File: config.mk
export PLATFORM = sky130hd
export DESIGN_NAME = ps2_key_event_ctrl
export DESIGN_NICKNAME = d
export VERILOG_FILES = /design/src/rtl/ps2_key_event_ctrl.sv
export SDC_FILE = /design/constraint.sdc
export NUM_CORES = 1
export LEC_CHECK = 0
export CAP_MARGIN = 25
export CORE_MARGIN = 10
export CORE_UTILIZATION = 34
export CTS_CLUSTER_SIZE = 25
export DETAILED_ROUTE_END_ITERATION = 7
export PLACE_DENSITY = 0.54
export RECOVER_POWER = 50
export SLEW_MARGIN = 20
export SYNTH_ARGS = -nofsm -noshare
export SYNTH_HDL_FRONTEND = slang
export SYNTH_SLANG_ARGS = --single-unit
File: constraint.sdc
create_clock -name clk -period 2.25 [get_ports clk]
set_input_delay 0.675 -clock clk [delete_from_list [all_inputs] [get_ports clk]]
set_output_delay 0.675 -clock clk [all_outputs]
set_load 0.005 [all_outputs]
File: src/rtl/ps2_key_event_ctrl.sv
// ps2_key_event_ctrl
// Turns the raw PS/2 Set 2 scan-byte stream into complete key events.
// Prefix bytes (E0 extended, F0 release, E1 pause) are folded into a single
// event. Modifier-held flags are tracked as events are decoded. Events are
// buffered in a small first-word-fall-through FIFO, drained by valid/ready.
//
// Optional feature: define PS2_REPEAT_FILTER_EN to suppress typematic
// repeats. A repeated make of the last key made is not queued until that key
// is released or another key is made. Without the macro every make is queued.
//
// Pipeline: a byte sampled at edge N is decoded at edge N (state, modifiers,
// proto_err, repeat filter). The decoded event is written into the FIFO at
// edge N+1. So evt_valid rises one cycle after the decode edge, and overflow
// pulses in the cycle after that FIFO write attempt.

module ps2_key_event_ctrl #(
  parameter int FIFO_DEPTH = 4
) (
  input  logic       clk,
  input  logic       rst_n,
  input  logic [7:0] byte_in,
  input  logic       byte_valid,
  output logic [7:0] evt_code,
  output logic       evt_ext,
  output logic       evt_break,
  output logic       evt_valid,
  input  logic       evt_ready,
  output logic       shift_held,
  output logic       ctrl_held,
  output logic       alt_held,
  output logic       overflow,
  output logic       proto_err
);

  localparam int PTR_W = (FIFO_DEPTH > 1) ? $clog2(FIFO_DEPTH) : 1;
  localparam int CNT_W = PTR_W + 1;

  localparam logic [7:0] CODE_EXT    = 8'hE0;
  localparam logic [7:0] CODE_BRK    = 8'hF0;
  localparam logic [7:0] CODE_PAUSE  = 8'hE1;
  localparam logic [7:0] CODE_LSHIFT = 8'h12;
  localparam logic [7:0] CODE_RSHIFT = 8'h59;
  localparam logic [7:0] CODE_CTRL   = 8'h14;
  localparam logic [7:0] CODE_ALT    = 8'h11;

  // The pause key sends E1 followed by seven more bytes.
  localparam logic [2:0] PAUSE_LAST = 3'd6;

  typedef enum logic [2:0] {
    IDLE,
    EXT,
    BRK,
    EXT_BRK,
    PAUSE
  } state_t;

  state_t      state;
  state_t      state_nxt;
  logic [2:0]  pause_cnt;
  logic [2:0]  pause_cnt_nxt;

  // Decoded event for the byte currently on byte_in.
  logic        dec_valid;
  logic [7:0]  dec_code;
  logic        dec_ext;
  logic        dec_brk;
  logic        dec_err;
  logic        dec_suppress;

  // Event waiting for its FIFO write one cycle after decode.
  logic        evt_pend;
  logic [9:0]  evt_pend_data;

  // Modifier flags. Left and right shift are tracked separately.
  logic        lshift_q;
  logic        rshift_q;
  logic        ctrl_q;
  logic        alt_q;

  // FIFO storage and bookkeeping. Each entry is {ext, break, code}.
  logic [9:0]       fifo_mem [FIFO_DEPTH];
  logic [PTR_W-1:0] wr_ptr;
  logic [PTR_W-1:0] rd_ptr;
  logic [CNT_W-1:0] count;
  logic             fifo_full;
  logic             fifo_push;
  logic             fifo_pop;
  logic [9:0]       head;

  // A byte that only starts or extends a prefix sequence.
  function automatic logic is_prefix(input logic [7:0] b);
    return (b == CODE_EXT) || (b == CODE_BRK) || (b == CODE_PAUSE);
  endfunction

  // Keyboard status and self-test replies that never form an event.
  function automatic logic is_ignored(input logic [7:0] b);
    return (b == 8'h00) || (b == 8'hAA) || (b == 8'hFA) ||
           (b == 8'hFC) || (b == 8'hFE) || (b == 8'hFF);
  endfunction

  // Prefix-sequence state and pause byte counter register.
  always_ff @(posedge clk or negedge rst_n) begin
    if (!rst_n) begin
      state     <= IDLE;
      pause_cnt <= 3'd0;
    end else begin
      state     <= state_nxt;
      pause_cnt <= pause_cnt_nxt;
    end
  end

  // Next-state selection from the current prefix context and incoming byte.
  always_comb begin
    state_nxt     = state;
    pause_cnt_nxt = pause_cnt;
    if (byte_valid) begin
      case (state)
        IDLE: begin
          if (byte_in == CODE_EXT) begin
            state_nxt = EXT;
          end else if (byte_in == CODE_BRK) begin
            state_nxt = BRK;
          end else if (byte_in == CODE_PAUSE) begin
            state_nxt     = PAUSE;
            pause_cnt_nxt = 3'd0;
          end
        end
        EXT: begin
          if (byte_in == CODE_BRK) begin
            state_nxt = EXT_BRK;
          end else if (byte_in != CODE_EXT) begin
            state_nxt = IDLE;
          end
        end
        BRK, EXT_BRK: begin
          state_nxt = IDLE;
        end
        PAUSE: begin
          if (pause_cnt == PAUSE_LAST) begin
            state_nxt     = IDLE;
            pause_cnt_nxt = 3'd0;
          end else begin
            pause_cnt_nxt = pause_cnt + 3'd1;
          end
        end
        default: begin
          state_nxt     = IDLE;
          pause_cnt_nxt = 3'd0;
        end
      endcase
    end
  end

  // Event and protocol-error decode for the byte in the current state.
  always_comb begin
    dec_valid = 1'b0;
    dec_code  = byte_in;
    dec_ext   = 1'b0;
    dec_brk   = 1'b0;
    dec_err   = 1'b0;
    if (byte_valid) begin
      case (state)
        IDLE: begin
          dec_valid = !is_prefix(byte_in) && !is_ignored(byte_in);
        end
        EXT: begin
          dec_valid = (byte_in != CODE_BRK) && (byte_in != CODE_EXT);
          dec_ext   = 1'b1;
        end
        BRK: begin
          dec_err   = is_prefix(byte_in);
          dec_valid = !is_prefix(byte_in);
          dec_brk   = 1'b1;
        end
        EXT_BRK: begin
          dec_err   = is_prefix(byte_in);
          dec_valid = !is_prefix(byte_in);
          dec_ext   = 1'b1;
          dec_brk   = 1'b1;
        end
        PAUSE: begin
          dec_valid = (pause_cnt == PAUSE_LAST);
          dec_code  = CODE_PAUSE;
        end
        default: begin
          dec_valid = 1'b0;
        end
      endcase
    end
  end

`ifdef PS2_REPEAT_FILTER_EN
  logic [8:0] last_make_key;
  logic       last_make_valid;

  assign dec_suppress = dec_valid && !dec_brk && last_make_valid &&
                        (last_make_key == {dec_ext, dec_code});

  // Remember the most recent make so a held key's repeats can be dropped.
  always_ff @(posedge clk or negedge rst_n) begin
    if (!rst_n) begin
      last_make_key   <= 9'd0;
      last_make_valid <= 1'b0;
    end else if (dec_valid) begin
      if (!dec_brk) begin
        last_make_key   <= {dec_ext, dec_code};
        last_make_valid <= 1'b1;
      end else if (last_make_key == {dec_ext, dec_code}) begin
        last_make_valid <= 1'b0;
      end
    end
  end
`else
  assign dec_suppress = 1'b0;
`endif

  // Stage the decoded event for its FIFO write and register the error pulse.
  always_ff @(posedge clk or negedge rst_n) begin
    if (!rst_n) begin
      evt_pend      <= 1'b0;
      evt_pend_data <= 10'd0;
      proto_err     <= 1'b0;
    end else begin
      evt_pend      <= dec_valid && !dec_suppress;
      evt_pend_data <= {dec_ext, dec_brk, dec_code};
      proto_err     <= dec_err;
    end
  end

  // Modifier flags follow every decoded event, queued or not.
  always_ff @(posedge clk or negedge rst_n) begin
    if (!rst_n) begin
      lshift_q <= 1'b0;
      rshift_q <= 1'b0;
      ctrl_q   <= 1'b0;
      alt_q    <= 1'b0;
    end else if (dec_valid) begin
      if (!dec_ext && (dec_code == CODE_LSHIFT)) begin
        lshift_q <= !dec_brk;
      end
      if (!dec_ext && (dec_code == CODE_RSHIFT)) begin
        rshift_q <= !dec_brk;
      end
      if (dec_code == CODE_CTRL) begin
        ctrl_q <= !dec_brk;
      end
      if (dec_code == CODE_ALT) begin
        alt_q <= !dec_brk;
      end
    end
  end

  assign shift_held = lshift_q || rshift_q;
  assign ctrl_held  = ctrl_q;
  assign alt_held   = alt_q;

  // A pop in the same cycle frees the slot, so a write into a full FIFO
  // still succeeds when the consumer takes the head at the same edge.
  assign fifo_full = (count == CNT_W'(FIFO_DEPTH));
  assign evt_valid = (count != '0);
  assign fifo_pop  = evt_valid && evt_ready;
  assign fifo_push = evt_pend && (!fifo_full || fifo_pop);
  assign head      = fifo_mem[rd_ptr];

  // Zero the head fields while empty so nothing stale reaches the consumer.
  assign evt_code  = evt_valid ? head[7:0] : 8'h00;
  assign evt_break = evt_valid ? head[8]   : 1'b0;
  assign evt_ext   = evt_valid ? head[9]   : 1'b0;

  // FIFO storage, pointers, occupancy and the dropped-event pulse.
  always_ff @(posedge clk or negedge rst_n) begin
    if (!rst_n) begin
      for (int i = 0; i < FIFO_DEPTH; i++) begin
        fifo_mem[i] <= 10'd0;
      end
      wr_ptr   <= '0;
      rd_ptr   <= '0;
      count    <= '0;
      overflow <= 1'b0;
    end else begin
      overflow <= evt_pend && fifo_full && !fifo_pop;
      if (fifo_push) begin
        fifo_mem[wr_ptr] <= evt_pend_data;
        wr_ptr           <= wr_ptr + PTR_W'(1);
      end
      if (fifo_pop) begin
        rd_ptr <= rd_ptr + PTR_W'(1);
      end
      case ({fifo_push, fifo_pop})
        2'b10:   count <= count + CNT_W'(1);
        2'b01:   count <= count - CNT_W'(1);
        default: count <= count;
      endcase
    end
  end

endmodule

==> impl_metrics.py, run 1 <==
metrics = {
    "die": {
        "die-width_microns": 119,
        "fp.dieArea_sq_mm": 0.0141,
        "coreArea_sq_mm": 0.00964,
        "start_util_pct": 34.5,
        "die_h_microns": 119,
        "rows": 36,
        "io_pins": 28,
    },
    "finish": {
        "layout-drive-gt1-share_pct": 41.4,
        "nNetsFinal": 339,
        "mostFrequentLayoutCells": "70 x dfrtp_1, 43 x mux2_2, 30 x buf_4",
        "fin_area_sq_mm": 0.00427,
        "diodes": 0,
        "layout_commonest_cell": "dfrtp_1",
        "syn_to_final_growth_pct": 28.3,
    },
    "sta": {
        "slew_headroom_pct": 45.1,
        "worst_slack_ps": -88.9,
        "skew_ps": 10.8,
        "timing.fmax_ghz": 0.428,
        "finalCriticalPeriod_ps": 2340,
        "setup_viol": 10,
        "fin_crit_sh_pct": 104,
        "timing.final.hold_violations": 0,
        "worst_slew_pin_slew_ps": 823,
        "rsz0062_at_grt": "true",
        "final_max_slew_viol_count": 0,
    },
    "routing": {
        "wl_per_cell_microns": 15.3,
        "routed_via_density": 4.77,
        "route.detailed.drc": 0,
        "num_vias": 2190,
        "first_iter_violations": 77,
        "first_pass_iters": 5,
        "ant_nets": 0,
        "routed_wl_microns": 7030,
    },
    "synth": {
        "synth_seq_area_share_pct": 52.7,
        "postSynthCellCount": 253,
        "synth_compound_area_share_pct": 4.81,
        "synthFlopType": "dfrtp_1",
        "synth_top_family_by_area": "multiplexers",
        "avgSynthCellArea_sq_um": 13.1,
        "synth_xor_area_share_pct": 1.84,
        "async_flop_share_pct": 100,
        "synth_fa_ha_area_share_pct": 2.48,
        "yosys-mux-area-fraction_pct": 21.6,
        "synth_warnings": 0,
        "yosys.area_share.simple_pct": 13.9,
        "synth_fp_nets": 271,
        "synth_area_sq_mm": 0.00333,
        "synth_edf_count": 0,
        "yosysUniqueCellTypes": 51,
        "ys_seq_elements": 70,
    },
    "global_route": {
        "overflow": 0,
        "track_usage_pct": 10.2,
        "grt_max_degree": 58,
        "antenna_found_initial": 0,
        "grt_pass1_wl_microns": 11800,
        "grt_pass1_vias": 2327,
    },
    "placement": {
        "portBuffers": 27,
        "place_congestion": 0.772,
        "dpl.hpwl_microns": 4920,
        "dp_slack_ps": -413,
        "postPlaceCellArea_sq_mm": 0.00405,
    },
    "clock_network": {
        "htree_levels": 3,
        "cts_tree": "done",
        "cts.sinks": 70,
        "cts_root_buf": "clkbuf_8",
        "clock_latency_ps": 330,
        "clk_pin_slew_ps": 70,
        "numCtsBuffers": 9,
        "clk_path_buf_depth": 2,
    },
    "power": {
        "vdd_drop_max_mv": 0.297,
        "p_leak_nw": 1.92,
        "p_per_area_mw_per_mm2": 1130,
    },
    "setup_path": {
        "setup.worst_path.end_class": "primary output",
        "crit_path_max_fanout": 6,
        "arrival_ps": 1660,
        "start_kind": "register",
        "crit_type": "reg2out",
        "worstPathRequired_ps": 1570,
    },
    "status": {
        "status": "complete, but fails checks",
        "violations": "setup timing",
    },
    "hold_path": {
        "hold_path_class": "in2async",
    },
    "run": {
        "drv_cap": 0,
    },
}
power by group:
group / switching [mW] / total [mW] / internal [mW] / leakage, nW
Sequential: 0.186 / 1.83 / 1.64 / 0.872
Clock: 0.448 / 1.02 / 0.572 / 0.0996
Combinational: 0.724 / 1.99 / 1.27 / 0.944
Total: 1.36 / 4.84 / 3.48 / 1.92
cell usage after synthesis, drive strengths merged (2+ instances only):
cell type	n	area (sq um)
and3	2	12.5
buf	7	41.3
and2	13	81.3
nand3	5	25.0
nand2	12	55.1
clkbuf	3	11.3
a211o	2	17.5
xnor2	4	35.0
inv	10	37.5
mux4	10	225
nor2	6	22.5
nor3	4	25.0
ha	5	62.6
a21oi	4	20.0
nor4b	4	35.0
nor2b	7	43.8
or2	5	31.3
dfrtp	70	1750
nand4	2	12.5
o41ai	2	25.0
nand4b	2	17.5
a211oi	2	15.0
o21ai	4	20.0
mux2	43	484
xor2	3	26.3
or3	2	17.5
nor4	2	12.5
registers in the layout, indices dropped and copies added (netlist names):
name           count
count              3
overflow           1
proto_err          1
rshift_q           1
evt_pend           1
ctrl_held          1
fifo_mem          40
alt_held           1
pause_cnt          3
wr_ptr             2
lshift_q           1
evt_pend_data     10
state              3
rd_ptr             2
critical path, stage by stage (launching register included):
cell,delay (ps)
dfrtp_1,380
buf_6,160
mux4_2,520
and2_4,150
buf_2,120
metrics by stage:
step | power (mW) | hold WS [ps] | util, % | TNS [ps] | cells
3_5_place_dp | 3.82 | 488 | 42.0 | -6000 | 438
6_report | 4.84 | 412 | 44.3 | -542 | 459
3_3_place_gp | 3.77 | 481 | 42.0 | -3220 | 438
4_1_cts | 4.94 | 249 | 44.6 | -1370 | 460
5_1_grt | 5.19 | 454 | 44.3 | -1410 | 459
2_1_floorplan | 2.93 | 379 | - | 0 | 253
worst paths after layout:
check	from	end	slack (ps)	cells past startpoint
worst max-delay path	rd_ptr[0]	evt_code[2]	-90	4
worst min-delay path	rst_n	count[0]	410	1
worst max register to register	count[0]	count[2]	120	10
worst min register to register	evt_pend	overflow	480	1
max in group asynchronous	rst_n	alt_held	510	2
min in group clk	evt_pend	overflow	480	1
layer usage:
layer / share of wire (%) / vias to the layer above / global-route usage (%)
met4: 1.9 / 0 / 4.73
met5: 0 / - / 0
li1: - / 1045 / -
met2: 47 / 54 / 16.1
met3: 3.8 / 13 / 2.55
met1: 47 / 1078 / 12.9
area by class of cell:
| type | instances | area (sq um) |
|---|---|---|
| Multi-Input combinational cell | 163 | 1510 |
| Sequential cell | 70 | 1750 |
| Tap cell | 133 | 166 |
| Fill cell | 927 | 5370 |
| Inverter | 10 | 37.5 |
| Clock inverter | 3 | 42.5 |
| Timing Repair Buffer | 67 | 606 |
| Clock buffer | 13 | 159 |
cell families (layout without fill, tap and decap cells):
| group | count (synthesis) | in the layout |
|---|---|---|
| AO/OA/AOI/OAI | 22 | 22 |
| XOR/XNOR | 7 | 7 |
| adder cells (fa/ha/maj) | 6 | 6 |
| buffers and inverters | 20 | 93 |
| flip-flops | 70 | 70 |
| multiplexers | 54 | 54 |
| AND/OR/NAND/NOR | 74 | 74 |
timing repair:
| action | CTS | global route |
|---|---|---|
| gates cloned | 1 | 1 |
| resized for setup | 53 | 7 |
| hold buffers | 0 | 0 |
| pin swaps | 14 | 1 |
| endpoints found under the setup margin | 12 | 12 |
| setup buffers | 5 | 0 |
(Power assumes the default switching activity.)
==> run 2, diff against run 1 <==
- ABC_CLOCK_PERIOD_IN_PS: default -> 2250
- SLEW_MARGIN: 20 -> 5
==> results of run 2 <==
The final DEF is identical to that of run 1; final timing and power are the same.
==> run 3, diff against run 2 <==
- CORE_UTILIZATION: 34 -> 50
- GPL_TIMING_DRIVEN: default -> 1
- PLACE_DENSITY: 0.54 -> 0.72
==> impl_metrics.py, run 3 (synthesis gave the netlist of run 1 again) <==
metrics = {
    "finish": {
        "top_regs": "fifo_mem (40), evt_pend_data (10)",
        "fin_area_sq_mm": 0.00421,
        "largest_reg_flops": 40,
        "largest-register": "fifo_mem",
        "diodes": 0,
        "nNetsFinal": 338,
        "mostFrequentLayoutCells": "69 x dfrtp_1, 43 x mux2_2, 28 x buf_4",
        "syn_to_final_growth_pct": 26.4,
        "layout_commonest_cell": "dfrtp_1",
        "layout-drive-gt1-share_pct": 41.7,
        "fin_cells": 401,
    },
    "clock_network": {
        "clk_path_buf_depth": 2,
        "cts_hold_buf": 0,
        "cts.sinks": 70,
        "cts_tree": "done",
        "clk_pin_slew_ps": 70,
        "htree_levels": 3,
        "numCtsBuffers": 9,
        "cts_root_buf": "clkbuf_8",
        "clock_latency_ps": 340,
    },
    "power": {
        "vdd_drop_max_mv": 0.417,
        "p_total_mw": 4.83,
        "pwr-share-comb_pct": 43.7,
        "p_int_mw": 3.48,
        "p_leak_nw": 1.92,
        "p_per_area_mw_per_mm2": 1150,
        "netSwitchingFraction_pct": 28.1,
        "p_switching_mw": 1.36,
        "pwr-share-clk_pct": 18.2,
        "seqPwrFrac_pct": 38.1,
    },
    "die": {
        "rows": 29,
        "die_h_microns": 102,
        "coreArea_sq_mm": 0.00642,
        "die-width_microns": 102,
        "fp.dieArea_sq_mm": 0.0103,
        "start_util_pct": 51.8,
        "io_pins": 28,
    },
    "sta": {
        "final_max_slew_viol_count": 71,
        "timing.fmax_ghz": 0.417,
        "rsz0062_at_grt": "true",
        "skew_ps": 8.83,
        "fin_tns_setup_ps": -828,
        "setup_viol": 10,
        "fin_crit_sh_pct": 107,
        "slew_headroom_pct": -9.61,
        "finalCriticalPeriod_ps": 2400,
        "timing.final.hold_violations": 0,
        "worst_slack_ps": -149,
        "worst_slew_pin_slew_ps": 1640,
    },
    "placement": {
        "portBuffers": 27,
        "postPlaceCellArea_sq_mm": 0.00396,
        "placed_cells": 379,
        "place_congestion": 0.816,
        "dpl.hpwl_microns": 4460,
    },
    "routing": {
        "route.detailed.drc": 0,
        "num_vias": 2188,
        "first_iter_violations": 46,
        "routed_wl_microns": 6510,
        "ant_nets": 0,
        "routed_via_density": 5.46,
        "first_pass_iters": 4,
        "wl_per_cell_microns": 16.2,
    },
    "status": {
        "violations": "capacitance limit, slew limit, setup timing",
        "status": "complete, but fails checks",
    },
    "global_route": {
        "antenna_found_initial": 0,
        "track_usage_pct": 13.5,
        "grt_pass1_vias": 2312,
        "grt_pass1_wl_microns": 10900,
        "overflow": 0,
        "grt_max_degree": 71,
    },
    "run": {
        "drv_cap": 1,
    },
    "setup_path": {
        "setup.worst_path.end_class": "primary output",
        "crit_type": "reg2out",
        "arrival_ps": 1720,
        "crit_path_max_fanout": 4,
        "worstPathRequired_ps": 1570,
        "start_kind": "register",
    },
    "hold_path": {
        "hold_path_class": "reg2reg",
    },
}
-- run 3: cell types whose count changed in the layout (fill, tap and decap cells not counted), moves of 2 or more --
cell    previous run  this run
and2_1             9         7
and2_4             4         6
buf_12             4         6
buf_4             30        28
buf_6              5         7
-- run 3: area by class of cell --
cell class / count / area [sq um]
multi-input combinational: 163 / 1510
timing repair buffer: 66 / 643
tap: 77 / 96.3
clock buffer: 14 / 163
sequential: 70 / 1750
clock inverter: 1 / 5.00
fill: 488 / 2220
inverter: 10 / 37.5
-- run 3: layer usage --
layer	routed length, microns	part of all wire [%]	global-route usage [%]
met1	2910	45	16.8
met3	275	4.2	3.61
met5	0	0	0
met2	3190	49	21.0
met4	133	2.0	7.59
-- run 3: worst paths after layout --
path | from | endpoint | slack (ps) | cells past startpoint
setup / recovery | rd_ptr[0] | evt_break | -150 | 5
hold / removal | evt_pend | overflow | 490 | 1
setup reg to reg | count[0] | count[2] | 140 | 10
hold reg to reg | evt_pend | overflow | 490 | 1
max in group asynchronous | rst_n | rd_ptr[0] | 320 | 2
min in group asynchronous | rst_n | fifo_mem[30] | 840 | 2
-- run 3: worst max-delay path: stages, from the launching register on --
cell and delay [ps]:
dfrtp_2 390, buf_12 130, buf_12 100, mux4_2 470
and2_1 160, buf_2 120
-- run 3: power by group through the flow --
stage                     Sequential (mW)  Clock [mW]  Combinational [mW]
after global routing                 1.89       0.960                2.31
after detailed placement             1.85           0                1.95
after CTS                            1.83       0.907                1.95
after floorplan                      1.81           0                1.12
after global placement               1.83           0                1.90
final                                1.84       0.882                2.11
-- run 3: through the flow --
step           utilization [%]  hold WS (ps)  setup slack, ps
2_1_floorplan                -           379             28.2
3_3_place_gp              61.6           482             -271
3_5_place_dp              61.6           479             -388
4_1_cts                   64.8           356             -150
5_1_grt                   65.5           511             -197
6_report                  65.5           493             -149
-- run 3: repair_timing --
| action | CTS | global route |
|---|---|---|
| resized for setup | 47 | 15 |
| pin swaps | 13 | 4 |
| endpoints found under the setup margin | 12 | 11 |
| gates cloned | 1 | 1 |
| endpoints found under the hold margin | 0 | 0 |
| buffers inserted | 5 | 1 |
